File: src/rtl/cpu_pkg.sv
// cpu_pkg: shared CPU definitions.
//   XLEN             - datapath width
//   RESET_PC_DEFAULT - default PC loaded on reset
//   NOP_INSTR        - addi x0,x0,0, held in IF/ID while it is empty after reset
//   if_id_t          - IF/ID pipeline register payload {pc, pc_plus4, instr}
//   align_word()     - clears the two byte-offset bits of an address
package cpu_pkg;

  localparam int          XLEN             = 32;
  localparam logic [31:0] RESET_PC_DEFAULT = 32'h0000_0000;
  localparam logic [31:0] NOP_INSTR        = 32'h0000_0013;

  typedef struct packed {
    logic [XLEN-1:0] pc;
    logic [XLEN-1:0] pc_plus4;
    logic [XLEN-1:0] instr;
  } if_id_t;

  function automatic logic [XLEN-1:0] align_word(input logic [XLEN-1:0] a);
    return {a[XLEN-1:2], 2'b00};
  endfunction

endpackage

File: src/rtl/pc_reg.sv
// pc_reg: program counter register with next-PC selection.
//   clk, rst           - clock, synchronous active-high reset
//   i_redirect_valid   - load i_redirect_pc (word aligned) this edge
//   i_redirect_pc      - redirect target
//   i_advance          - step to PC+4 this edge (IF/ID slot accepted a fetch)
//   o_pc               - current PC (always word aligned)
//   o_pc_plus4         - o_pc + 4, modulo 2^XLEN
module pc_reg
  import cpu_pkg::*;
#(
  parameter logic [XLEN-1:0] RESET_PC = RESET_PC_DEFAULT
) (
  input  logic            clk,
  input  logic            rst,
  input  logic            i_redirect_valid,
  input  logic [XLEN-1:0] i_redirect_pc,
  input  logic            i_advance,
  output logic [XLEN-1:0] o_pc,
  output logic [XLEN-1:0] o_pc_plus4
);

  logic [XLEN-1:0] r_pc;
  logic [XLEN-1:0] w_pc_plus4;
  logic [XLEN-1:0] w_pc_next;

  // Wraps naturally: 0xFFFF_FFFC + 4 = 0.
  assign w_pc_plus4 = r_pc + XLEN'(4);

  // Redirect outranks sequential advance; otherwise hold (stall).
  always_comb begin
    w_pc_next = r_pc;
    if (i_redirect_valid)
      w_pc_next = align_word(i_redirect_pc);
    else if (i_advance)
      w_pc_next = w_pc_plus4;
  end

  // Every value loaded is aligned, so r_pc[1:0] stays 2'b00.
  always_ff @(posedge clk) begin
    if (rst)
      r_pc <= align_word(RESET_PC);
    else
      r_pc <= w_pc_next;
  end

  assign o_pc       = r_pc;
  assign o_pc_plus4 = w_pc_plus4;

endmodule

File: src/rtl/fetch_stage.sv
// fetch_stage: instruction fetch with a single IF/ID register and
// valid/ready handshake to decode.
//   clk, rst        - clock, synchronous active-high reset
//   imem_addr       - fetch address to instruction memory (PC register)
//   imem_instr      - combinational instruction word for imem_addr
//   redirect_valid  - branch/jump/trap redirect from execute
//   redirect_pc     - redirect target (low two bits ignored)
//   out_valid       - IF/ID holds a valid instruction
//   out_ready       - decode accepts IF/ID this cycle
//   out_pc          - PC of the IF/ID instruction
//   out_instr       - IF/ID instruction word
//   out_pc_plus4    - out_pc + 4
//   fetch_count     - accepted handshakes since reset (wraps)
module fetch_stage
  import cpu_pkg::*;
#(
  parameter logic [XLEN-1:0] RESET_PC = RESET_PC_DEFAULT
) (
  input  logic            clk,
  input  logic            rst,
  output logic [XLEN-1:0] imem_addr,
  input  logic [XLEN-1:0] imem_instr,
  input  logic            redirect_valid,
  input  logic [XLEN-1:0] redirect_pc,
  output logic            out_valid,
  input  logic            out_ready,
  output logic [XLEN-1:0] out_pc,
  output logic [XLEN-1:0] out_instr,
  output logic [XLEN-1:0] out_pc_plus4,
  output logic [XLEN-1:0] fetch_count
);

  logic [XLEN-1:0] w_pc;
  logic [XLEN-1:0] w_pc_plus4;
  logic            w_slot_free;
  logic            w_handshake;
  logic            w_fetch;

  if_id_t          r_if_id;
  logic            r_valid;
  logic [XLEN-1:0] r_fetch_count;

  assign w_slot_free = !r_valid || out_ready;
  assign w_handshake = r_valid && out_ready;
  // A redirect squashes the word fetched this cycle, so PC and IF/ID
  // only advance sequentially when no redirect is pending.
  assign w_fetch     = w_slot_free && !redirect_valid;

  pc_reg #(
    .RESET_PC(RESET_PC)
  ) u_pc_reg (
    .clk             (clk),
    .rst             (rst),
    .i_redirect_valid(redirect_valid),
    .i_redirect_pc   (redirect_pc),
    .i_advance       (w_fetch),
    .o_pc            (w_pc),
    .o_pc_plus4      (w_pc_plus4)
  );

  // IF/ID register. A redirect only clears valid; payload is left as is.
  always_ff @(posedge clk) begin
    if (rst) begin
      r_valid          <= 1'b0;
      r_if_id.pc       <= '0;
      r_if_id.pc_plus4 <= '0;
      r_if_id.instr    <= NOP_INSTR;
    end else if (redirect_valid) begin
      r_valid <= 1'b0;
    end else if (w_slot_free) begin
      r_valid          <= 1'b1;
      r_if_id.pc       <= w_pc;
      r_if_id.pc_plus4 <= w_pc_plus4;
      r_if_id.instr    <= imem_instr;
    end
  end

  // Counts handshakes even on redirect edges: decode already consumed
  // the instruction, the flush only drops the next one.
  always_ff @(posedge clk) begin
    if (rst)
      r_fetch_count <= '0;
    else if (w_handshake)
      r_fetch_count <= r_fetch_count + XLEN'(1);
  end

  assign imem_addr    = w_pc;
  assign out_valid    = r_valid;
  assign out_pc       = r_if_id.pc;
  assign out_instr    = r_if_id.instr;
  assign out_pc_plus4 = r_if_id.pc_plus4;
  assign fetch_count  = r_fetch_count;

endmodule
File: config.mk
export PLATFORM = sky130hd
export DESIGN_NAME = fetch_stage
export DESIGN_NICKNAME = d
export VERILOG_FILES = /design/src/rtl/cpu_pkg.sv /design/src/rtl/pc_reg.sv /design/src/rtl/fetch_stage.sv
export SDC_FILE = /design/constraint.sdc
export NUM_CORES = 1
export LEC_CHECK = 0
export BUFFER_PORTS_ARGS = -buffer_cell sky130_fd_sc_hd__buf_2
export CAP_MARGIN = 40
export CORE_ASPECT_RATIO = 0.75
export CORE_UTILIZATION = 46
export CTS_CLUSTER_SIZE = 8
export DETAILED_ROUTE_END_ITERATION = 10
export PLACE_DENSITY_LB_ADDON = 0.2
export SYNTH_ARGS = -nofsm -noshare
export SYNTH_HDL_FRONTEND = slang
export SYNTH_SLANG_ARGS = --single-unit
File: constraint.sdc
create_clock -name clk -period 2.1 [get_ports clk]
set_clock_uncertainty 0.15 [all_clocks]
set_input_delay 0.315 -clock clk [delete_from_list [all_inputs] [get_ports clk]]
set_output_delay 0.315 -clock clk [all_outputs]
set_load 0.02 [all_outputs]
==> key figures, run 1 <==
Timing
  • Final Hold Viols: 0
  • Count of pins over their slew limit: 0
  • Final cycle utilization of the critical path: 95.2%
  • Max Fclk: 500 MHz
  • Setup TNS: 0 ns
  • Worst-margin pin slew: 0.501 ns
  • Final WS setup: 0.101 ns
  • Final Critical Period: 2.00 ns
  • Max-Slew Margin vs Limit: 66.4%
  • Count of final setup violators: 0

Floorplanning
  • Initial Util: 47.3%
  • Num rows: 38
  • Die ar.: 15400 µm²
  • Die height: 108 µm
  • Die width: 143 µm
  • Core area: 14500 µm²
  • IO Count: 229

Synth
  • Synth cell types: 48
  • Yosys reg bits: 155
  • Synth Instances: 840
  • Synthesized area per cell: 8.16 µm²
  • Area leader, netlist: dfxtp_1
  • Share of the synthesized area in the top cell type: 45.2%
  • Syn. warnings: 0
  • Seq/Total Area, Yosys: 45.2%
  • Most used flip-flop cell after synthesis: dfxtp_1
  • Most frequent cell after synthesis: nand2_1
  • Ys async rst share: 0%
  • Synthesized area: 6860 µm²
  • Synth top area cells: dfxtp_1 45%, nand2_1 9.5%, xnor2_1 6.1%
  • EDFF count, synth: 0
  • Post-synth top cells: 173 x nand2_1, 155 x dfxtp_1, 91 x nor2_1, 76 x a21oi_1, 48 x xnor2_1

Status
  • Status: finished clean

Power and ir drop
  • Clock share of power: 42.3%
  • PwrDens: 756 nW/µm²
  • Maximum vdd ir drop: 0.702 mV
  • Tot Pwr: 0.00728 W
  • Logic gate share of total power: 14.1%
  • LEAKAGE: 4.07 nW
  • NetSw: 0.00203 W
  • Int Pwr: 0.00525 W
  • Flop pwr share: 43.6%
  • Switching Share: 27.9%

GRT
  • First-pass GRT wire length: 32.6 mm
  • Initial antenna violation count: 0
  • Total GRT Usage: 27.5%
  • Number of global-route vias before repair: 6269
  • Largest net degree at the start of global routing: 58
  • Grt ovf: 0

Critical path
  • Critical-path maximum fanout: 13
  • Critical path data arrival time: 2.16 ns
  • Crit Path Class: flop to flop
  • Worst Path Required: 2.26 ns
  • Setup crit end kind: flop
  • Critical Path Start Type: flop

Detailed routing
  • DRT Wirelength: 20.9 mm
  • Routed Antenna Nets: 0
  • TritonRoute pass-1 iters: 5
  • DR WL/cell: 15.5 µm
  • Iter 0 DRT Violations: 486
  • Drt drc: 0
  • Vias per cell: 5.13
  • Total number of vias: 6890

Min path
  • Worst hold path class: input pin to flop

Finish
  • Finished Core Util: 66.4%
  • Share of post-route cells with drive strength above 1: 32.4%
  • N_diodes: 0
  • Syn-to-layout area delta: 40.3%
  • Nets: 1200

Placed design
  • Port bufs: 220
  • Dpl hpwl: 14.5 mm
  • Placement-stage worst setup slack: -0.00782 ns
  • GPL Wtd Cong: 0.857

Clocking
  • Clock root buffer: clkbuf_16
  • CTS Sinks: 155
  • CTS H-Tree Depth: 4
  • Max clock buf depth: 2
  • CTS tree: done
  • Clock-pin slew on the worst setup and hold paths: 0.06 ns
  • Clk_lat worst skew: 0.42 ns
  • Number of buffers created by CTS: 17

Run
  • Max cap viols: 0
layout make-up:
class	count	area, µm²
multi-input combinational	610	3470
inverter	8	30.0
clock inverter	15	165
clock buffer	17	425
fill	1207	4880
sequential	155	3110
timing repair buffer	338	2170
tap	200	250
state kept, by name, indices dropped and copies added (netlist names):
name           flops
fetch_count       32
out_instr         32
out_pc            30
out_pc_plus4      30
u_pc_reg.o_pc     30
out_valid          1
power by group through the flow:
stage | clock network [W] | logic [W] | registers (W)
after floorplan | 0 | 0.000393 | 0.00341
after global placement | 0 | 0.000947 | 0.00323
after detailed placement | 0 | 0.000953 | 0.00324
after CTS | 0.00312 | 0.00102 | 0.00318
after global routing | 0.00328 | 0.00111 | 0.00319
final | 0.00308 | 0.00103 | 0.00318
metal layers:
metal	wire (µm)	global-route usage, %	share of wire, %	vias to the layer above
li1	-	-	-	3425
met1	10100	38.4	48	3182
met2	8770	40.1	42	266
met3	1800	9.25	8.6	17
met4	218	6.91	1.0	0
met5	0	0	0	-
layout by cell type, fill, tap and decap left out, types with 2 or more instances in the layout:
cell / n
a211oi_1: 36
a211oi_2: 3
a21oi_1: 76
a311oi_1: 4
and3_1: 4
and4_1: 6
buf_12: 6
buf_2: 219
buf_4: 70
bufinv_16: 2
clkbuf_16: 17
clkinv_4: 2
clkinvlp_4: 7
conb_1: 6
dfxtp_1: 149
dfxtp_2: 6
dlygate4sd3_1: 43
inv_1: 8
inv_6: 4
mux2i_1: 3
nand2_1: 172
nand3_1: 21
nand3_2: 3
nand4_1: 18
nor2_1: 90
nor3_1: 14
nor3_2: 10
nor4_1: 7
nor4_2: 9
o21a_1: 2
o21ai_0: 15
o21ai_1: 2
or2_1: 2
or3_1: 14
or4_4: 2
xnor2_1: 48
xor2_1: 23
kinds of logic after synthesis:
logic type      count (synthesis)  synth area share (%)
compound gates                144                  12.7
xor+xnor                       71                  9.07
fa+ha+maj                       2                 0.365
buf+inv                        80                  5.31
flops                         155                  45.2
mux                             3                 0.438
other cells                     1                0.0547
simple gates                  384                  26.9
per-stage QoR:
step	cell area [µm²]	std cells	hold WS, ns
2_1_floorplan	6890	845	0.288
3_3_place_gp	8510	1262	0.282
3_5_place_dp	8510	1262	0.284
4_1_cts	9540	1337	0.00130
5_1_grt	9620	1343	0.00141
6_report	9620	1343	0.00850
worst max-delay path: stages (launching register included):
cell and delay (ns):
dfxtp_2 0.33, ha_1 0.18, nand4_1 0.15, or3_1 0.37, buf_4 0.20, nor4_4 0.29
xnor2_1 0.16, nor2_1 0.06
final timing paths:
kind              slack (ns)        startpoint                 to  depth (start not counted)
setup / recovery        0.10    fetch_count[0]    fetch_count[30]                          7
hold / removal         0.009   redirect_pc[21]  u_pc_reg.o_pc[21]                          3
setup reg to reg        0.10    fetch_count[0]    fetch_count[30]                          7
hold reg to reg         0.30  out_pc_plus4[29]   out_pc_plus4[29]                          2
repair_timing:
| action | CTS | global route |
|---|---|---|
| pin swaps | 0 | 4 |
| setup endpoints to repair | 1 | 8 |
| hold buffers | 43 | 0 |
| endpoints found under the hold margin | 43 | 0 |
| buffers inserted | 0 | 6 |
| resized for setup | 1 | 8 |
(Power assumes the default switching activity.)
==> inputs of run 2 (changes only) <==
==> constraint.sdc (replaced) <==
create_clock -name clk -period 1.7 [get_ports clk]
set_clock_uncertainty 0.15 [all_clocks]
set_input_delay 0.255 -clock clk [delete_from_list [all_inputs] [get_ports clk]]
set_output_delay 0.255 -clock clk [all_outputs]
set_load 0.02 [all_outputs]
==> run 2 against run 1 <==
Compared with the run above: the flow now finishes with violations (setup timing); register-to-register slack lost 0.36 ns; first-iteration DRC count grew 42%; combinational power grew 44%; sequential power grew 23%; cell count grew 6.8%; clock power grew 20%; largest power group unchanged.
==> key figures, run 2 (synthesized netlist as in run 1, its figures left out) <==
Timing
  • Final cycle utilization of the critical path: 116% (+20 points)
  • Max Fclk: 509 MHz (+1.8%)
  • Count of pins over their slew limit: 0 (unchanged)
  • Final WS setup: -0.264 ns (-0.365 ns)
  • Final Critical Period: 1.96 ns (-0.0353 ns)
  • Setup TNS: -6.80 ns (-6.80 ns)
  • RSZ-0062 raised after global routing: true
  • Hold_ws: 0.0526 ns (+0.0441 ns)
  • Count of final setup violators: 60 (+60)
  • Final Hold Viols: 0 (unchanged)

Placed design
  • Dpl hpwl: 14.5 mm (-0.16%)
  • Port bufs: 220 (unchanged)
  • GPL Wtd Cong: 0.842 (-1.8%)

Detailed routing
  • Drt drc: 0 (unchanged)
  • DR WL/cell: 17.7 µm (+14%)
  • WL met1: 10.4 mm (+3.7%)
  • Met2 wire len: 12.1 mm (+38%)
  • Vias per cell: 5.42 (+5.6%)
  • Iter 0 DRT Violations: 692 (+42%)
  • Max layer used: met4
  • DR WL met3: 2.10 mm (+17%)
  • TritonRoute pass-1 iters: 5 (unchanged)
  • DRT Wirelength: 25.4 mm (+22%)
  • Routed Antenna Nets: 0 (unchanged)
  • Total number of vias: 7770 (+13%)

Floorplanning
  • Die width: 143 µm (unchanged)
  • Die height: 108 µm (unchanged)
  • Initial Util: 47.3% (unchanged)
  • Core area: 14500 µm² (unchanged)
  • IO Count: 229 (unchanged)
  • Die ar.: 15400 µm² (unchanged)
  • Num rows: 38 (unchanged)

Critical path
  • Setup crit end kind: flop
  • Crit Path Class: flop to flop
  • Critical path data arrival time: 2.11 ns (-0.05 ns)
  • Critical-path maximum fanout: 3 (-10)
  • Worst Path Required: 1.85 ns (-0.41 ns)
  • Critical Path Start Type: flop

Status
  • Failing checks: setup timing
  • Status: finished, violations left

Finish
  • N_diodes: 0 (unchanged)
  • Nets: 1291 (+7.6%)
  • Syn-to-layout area delta: 65.1%
  • Most common cell after layout, fill and taps aside: buf_2
  • Most frequent cells in the layout: 219 x buf_2, 164 x nand2_1, 104 x dfxtp_1
  • Share of post-route cells with drive strength above 1: 45.0% (+13 points)

GRT
  • Total GRT Usage: 30.4% (+3.0 points)
  • First-pass GRT wire length: 36.3 mm (+11%)
  • Initial antenna violation count: 0 (unchanged)
  • Largest net degree at the start of global routing: 61 (+5.2%)
  • Grt ovf: 0 (unchanged)
  • Number of global-route vias before repair: 7258 (+16%)

Clocking
  • Max clock buf depth: 2 (unchanged)
  • Clock root buffer: clkbuf_16
  • CTS tree: done
  • Clock-pin slew on the worst setup and hold paths: 0.07 ns (about the same)
  • CTS H-Tree Depth: 4 (unchanged)
  • Number of buffers created by CTS: 17 (unchanged)
  • Clk_lat worst skew: 0.43 ns (about the same)
  • CTS Sinks: 155 (unchanged)

Power and ir drop
  • PwrDens: 805 nW/µm² (+6.4%)
  • NetSw: 0.00256 W (+26%)
  • Int Pwr: 0.00655 W (+25%)
  • Flop pwr share: 43.1% (-0.5 points)
  • Switching Share: 28.1% (+0.27 points)
  • Clock share of power: 40.6% (-1.7 points)
  • Logic gate share of total power: 16.3% (+2.2 points)
  • LEAKAGE: 5.13 nW (+26%)
  • Maximum vdd ir drop: 0.789 mV (+12%)

Run
  • Max cap viols: 0 (unchanged)

Min path
  • Worst hold path class: input pin to flop
[run 2: power by group through the flow]
stage               clock network [W]  logic (W)  registers, W
floorplan                           0   0.000515       0.00420
global placement                    0    0.00122       0.00398
detailed placement                  0    0.00123       0.00399
CTS                           0.00369    0.00137       0.00391
global route                  0.00389    0.00159       0.00394
finish                        0.00370    0.00148       0.00392
[run 2: final timing paths]
kind / from / end / slack (ns) / cells past startpoint
hold reg to reg: out_pc[25] / out_pc[25] / 0.30 / 2
setup reg to reg: u_pc_reg.o_pc[8] / u_pc_reg.o_pc[15] / -0.26 / 5
hold / removal: redirect_pc[31] / u_pc_reg.o_pc[31] / 0.05 / 3
setup / recovery: u_pc_reg.o_pc[8] / u_pc_reg.o_pc[15] / -0.26 / 5
[run 2: per-stage QoR]
stage	util [%]	area (µm²)	power (W)	setup slack, ns	std cells
floorplan	-	7360	0.00471	-0.190	845
global placement	63.8	9250	0.00520	-0.221	1305
detailed placement	63.8	9250	0.00521	-0.251	1305
CTS	74.6	10800	0.00897	-0.188	1417
global route	78.1	11300	0.00941	-0.274	1434
finish	78.1	11300	0.00911	-0.264	1434
[run 2: metal layers]
layer  vias to the layer above  GRT usage (%)
li1                       3619              -
met1                      3662           38.1
met2                       411           50.1
met3                        78           7.65
met4                         0           12.1
met5                         -              0
[run 2: cell type report]
type | count | area (µm²)
clock buffers | 22 | 475
clock inverters | 10 | 87.6
fillers | 918 | 3180
inverters | 8 | 30.0
multi-input cells | 613 | 4160
flip-flops and latches | 155 | 3230
well taps | 200 | 250
repair buffers | 426 | 3100
[run 2: worst max-delay path, cell delays in order, from the launching register on]
cell	delay (ns)
dfxtp_2	0.37
and4_4	0.28
buf_6	0.12
nand4_1	0.15
or3_1	0.38
a311oi_2	0.38
[run 2: what timing repair did]
item | 4_1_cts | 5_1_grt
gates cloned | 3 | 1
gates resized for setup | 48 | 80
pin swaps | 35 | 72
endpoints found under the hold margin | 63 | 0
setup buffers | 14 | 19
endpoints found under the setup margin | 104 | 71
hold buffers | 63 | 0
==> inputs of run 3 (changes only) <==
==> constraint.sdc (replaced) <==
create_clock -name clk -period 1.6 [get_ports clk]
set_clock_uncertainty 0.15 [all_clocks]
set_input_delay 0.24 -clock clk [delete_from_list [all_inputs] [get_ports clk]]
set_output_delay 0.24 -clock clk [all_outputs]
set_load 0.02 [all_outputs]
==> run 3 against run 2 <==
Compared with the run above: wire length is 40% higher; fmax is 12% lower; utilization is 14 points higher; worst hold slack worse by 0.040 ns; first-iteration DRC count is 23% higher; global-route usage is 5.4 points higher; highest routed layer is now met5; worst setup slack worse by 0.37 ns; sequential power is 6.9% higher; critical endpoint is now u_pc_reg.o_pc[20]; cell count is 4.5% higher; the flow still finishes with violations (setup timing); combinational power is 55% higher; non-clock buffer count is 67 higher; final area is 18% higher.
==> key figures, run 3 (synthesized netlist as in run 1, its figures left out) <==
Timing
  • Count of final setup violators: 136 (+130%)
  • Setup TNS: -26.40 ns (-19.61 ns)
  • Final WS setup: -0.634 ns (-0.369 ns)
  • RSZ-0062 raised after global routing: true
  • Worst-margin pin slew: 0.601 ns
  • Count of pins over their slew limit: 0 (unchanged)
  • Max Fclk: 448 MHz (-12%)
  • Final cycle utilization of the critical path: 140% (+24 points)
  • Final Critical Period: 2.23 ns (+0.269 ns)
  • Final Hold Viols: 0 (unchanged)
  • Max-Slew Margin vs Limit: 59.8%

Finish
  • Most frequent cells in the layout: 210 x buf_2, 120 x buf_4, 102 x nand2_1
  • Non-Filler Cell Area, Final: 13300 µm² (+18%)
  • Share of post-route cells with drive strength above 1: 60.3% (+15 points)
  • Fill count: 490 (-47%)
  • Nets: 1355 (+5.0%)
  • Syn-to-layout area delta: 94.4%
  • FF/Latch Area: 3240 µm² (+0.35%)
  • Most common cell after layout, fill and taps aside: buf_2
  • Area of the multi-input gates: 5070 µm² (+22%)
  • Finished Core Util: 91.9% (+14 points)

Detailed routing
  • Drt drc: 0 (unchanged)
  • Vias per cell: 5.95 (+9.9%)
  • TritonRoute pass-1 iters: 5 (unchanged)
  • DR WL/cell: 23.8 µm (+34%)
  • DRT Wirelength: 35.7 mm (+40%)
  • Iter 0 DRT Violations: 851 (+23%)
  • Routed Antenna Nets: 0 (unchanged)
  • Total number of vias: 8917 (+15%)

GRT
  • Number of global-route vias before repair: 8040 (+11%)
  • Largest net degree at the start of global routing: 32 (-48%)
  • Grt ovf: 0 (unchanged)
  • First-pass GRT wire length: 42.3 mm (+17%)
  • Initial antenna violation count: 2 (+2)
  • Total GRT Usage: 35.8% (+5.4 points)

Clocking
  • Clock root buffer: clkbuf_16
  • CTS H-Tree Depth: 4 (unchanged)
  • CTS Sinks: 155 (unchanged)
  • Max clock buf depth: 2 (unchanged)
  • Number of buffers created by CTS: 17 (unchanged)
  • Clk_lat worst skew: 0.44 ns (about the same)
  • CTS tree: done
  • Clock-pin slew on the worst setup and hold paths: 0.06 ns (about the same)

Critical path
  • FF-to-FF Start: u_pc_reg.o_pc[2]
  • Crit Path Class: flop to flop
  • Critical-path maximum fanout: 5 (+2)
  • CP Launch Point: u_pc_reg.o_pc[2]
  • Setup crit end kind: flop
  • Worst Path Required: 1.74 ns (-0.11 ns)
  • Critical Path Start Type: flop
  • Critical path data arrival time: 2.38 ns (+0.27 ns)

Placed design
  • Port bufs: 220 (unchanged)
  • GPL Wtd Cong: 0.852 (+1.2%)
  • Cell Area, Placed: 9570 µm² (+3.5%)
  • Placement-stage worst setup slack: -0.364 ns (-0.113 ns)
  • Dpl hpwl: 15.2 mm (+5.0%)

Floorplanning
  • Die height: 108 µm (unchanged)
  • Die width: 143 µm (unchanged)
  • IO Count: 229 (unchanged)
  • Die ar.: 15400 µm² (unchanged)
  • Core area: 14500 µm² (unchanged)
  • Num rows: 38 (unchanged)
  • Initial Util: 47.3% (unchanged)

Power and ir drop
  • Maximum vdd ir drop: 0.871 mV (+10%)
  • PwrDens: 808 nW/µm² (+0.49%)
  • LEAKAGE: 6.12 nW (+19%)

Min path
  • Worst hold path class: input pin to flop
  • HP Start: redirect_pc[12]

Run
  • Max cap viols: 0 (unchanged)

Status
  • Status: finished, violations left
  • Failing checks: setup timing
[run 3: cell count changes in the layout (fill, tap and decap cells not counted), moves of 19 or more]
cell / change
nand2_1: -62
nand2_4: +45
a21oi_1: -40
a21oi_2: +37
buf_6: +32
nor2_1: -20
buf_4: +19
[run 3: per-layer routing]
metal	global-route usage (%)	wire (µm)
met1	42.9	12500
met2	60.3	16600
met3	8.90	3970
met4	16.4	2560
met5	0	8
[run 3: cell type report]
type / instances / share of cell area (%)
clock buffer: 29 / 4.64
multi-input combinational: 610 / 38.1
timing repair buffer: 493 / 30.8
sequential: 155 / 24.3
clock inverter: 2 / 0.0751
inverter: 8 / 0.225
antenna: 1 / 0.0188
tap: 200 / 1.88
[run 3: worst max-delay path, stage by stage, from the launching register on]
cell      delay, ns
dfxtp_4        0.40
ha_4           0.16
nand3_4        0.09
buf_12         0.15
nor4_4         0.23
buf_4          0.19
nand2_2        0.06
xor2_1         0.50
a211oi_2       0.15
[run 3: worst paths after layout]
path / endpoint / slack [ns] / cells past startpoint
worst max-delay path: u_pc_reg.o_pc[20] / -0.63 / 8
worst min-delay path: u_pc_reg.o_pc[12] / 0.01 / 3
worst min register to register: out_instr[11] / 0.30 / 2
worst max register to register: u_pc_reg.o_pc[20] / -0.63 / 8
[run 3: what timing repair did]
item / 4_1_cts / 5_1_grt
cloned: 14 / 3
hold buffers: 61 / 0
gates resized for setup: 176 / 255
endpoints found under the hold margin: 65 / 0
buffers inserted: 41 / 35
endpoints found under the setup margin: 120 / 156
pin swaps: 101 / 108
[run 3: where the power goes]
| group | switching (W) | internal [W] |
|---|---|---|
| clock | 0.00167 | 0.00262 |
| combinational | 0.00129 | 0.000997 |
| sequential | 0.000175 | 0.00402 |
[run 3: through the flow]
stage	instances	hold WS [ns]	power, W
floorplan	845	0.213	0.00501
detailed placement	1331	0.293	0.00559
global route	1497	0.0765	0.0110
CTS	1477	0.00891	0.0102
finish	1498	0.0123	0.0108
global placement	1331	0.288	0.00557
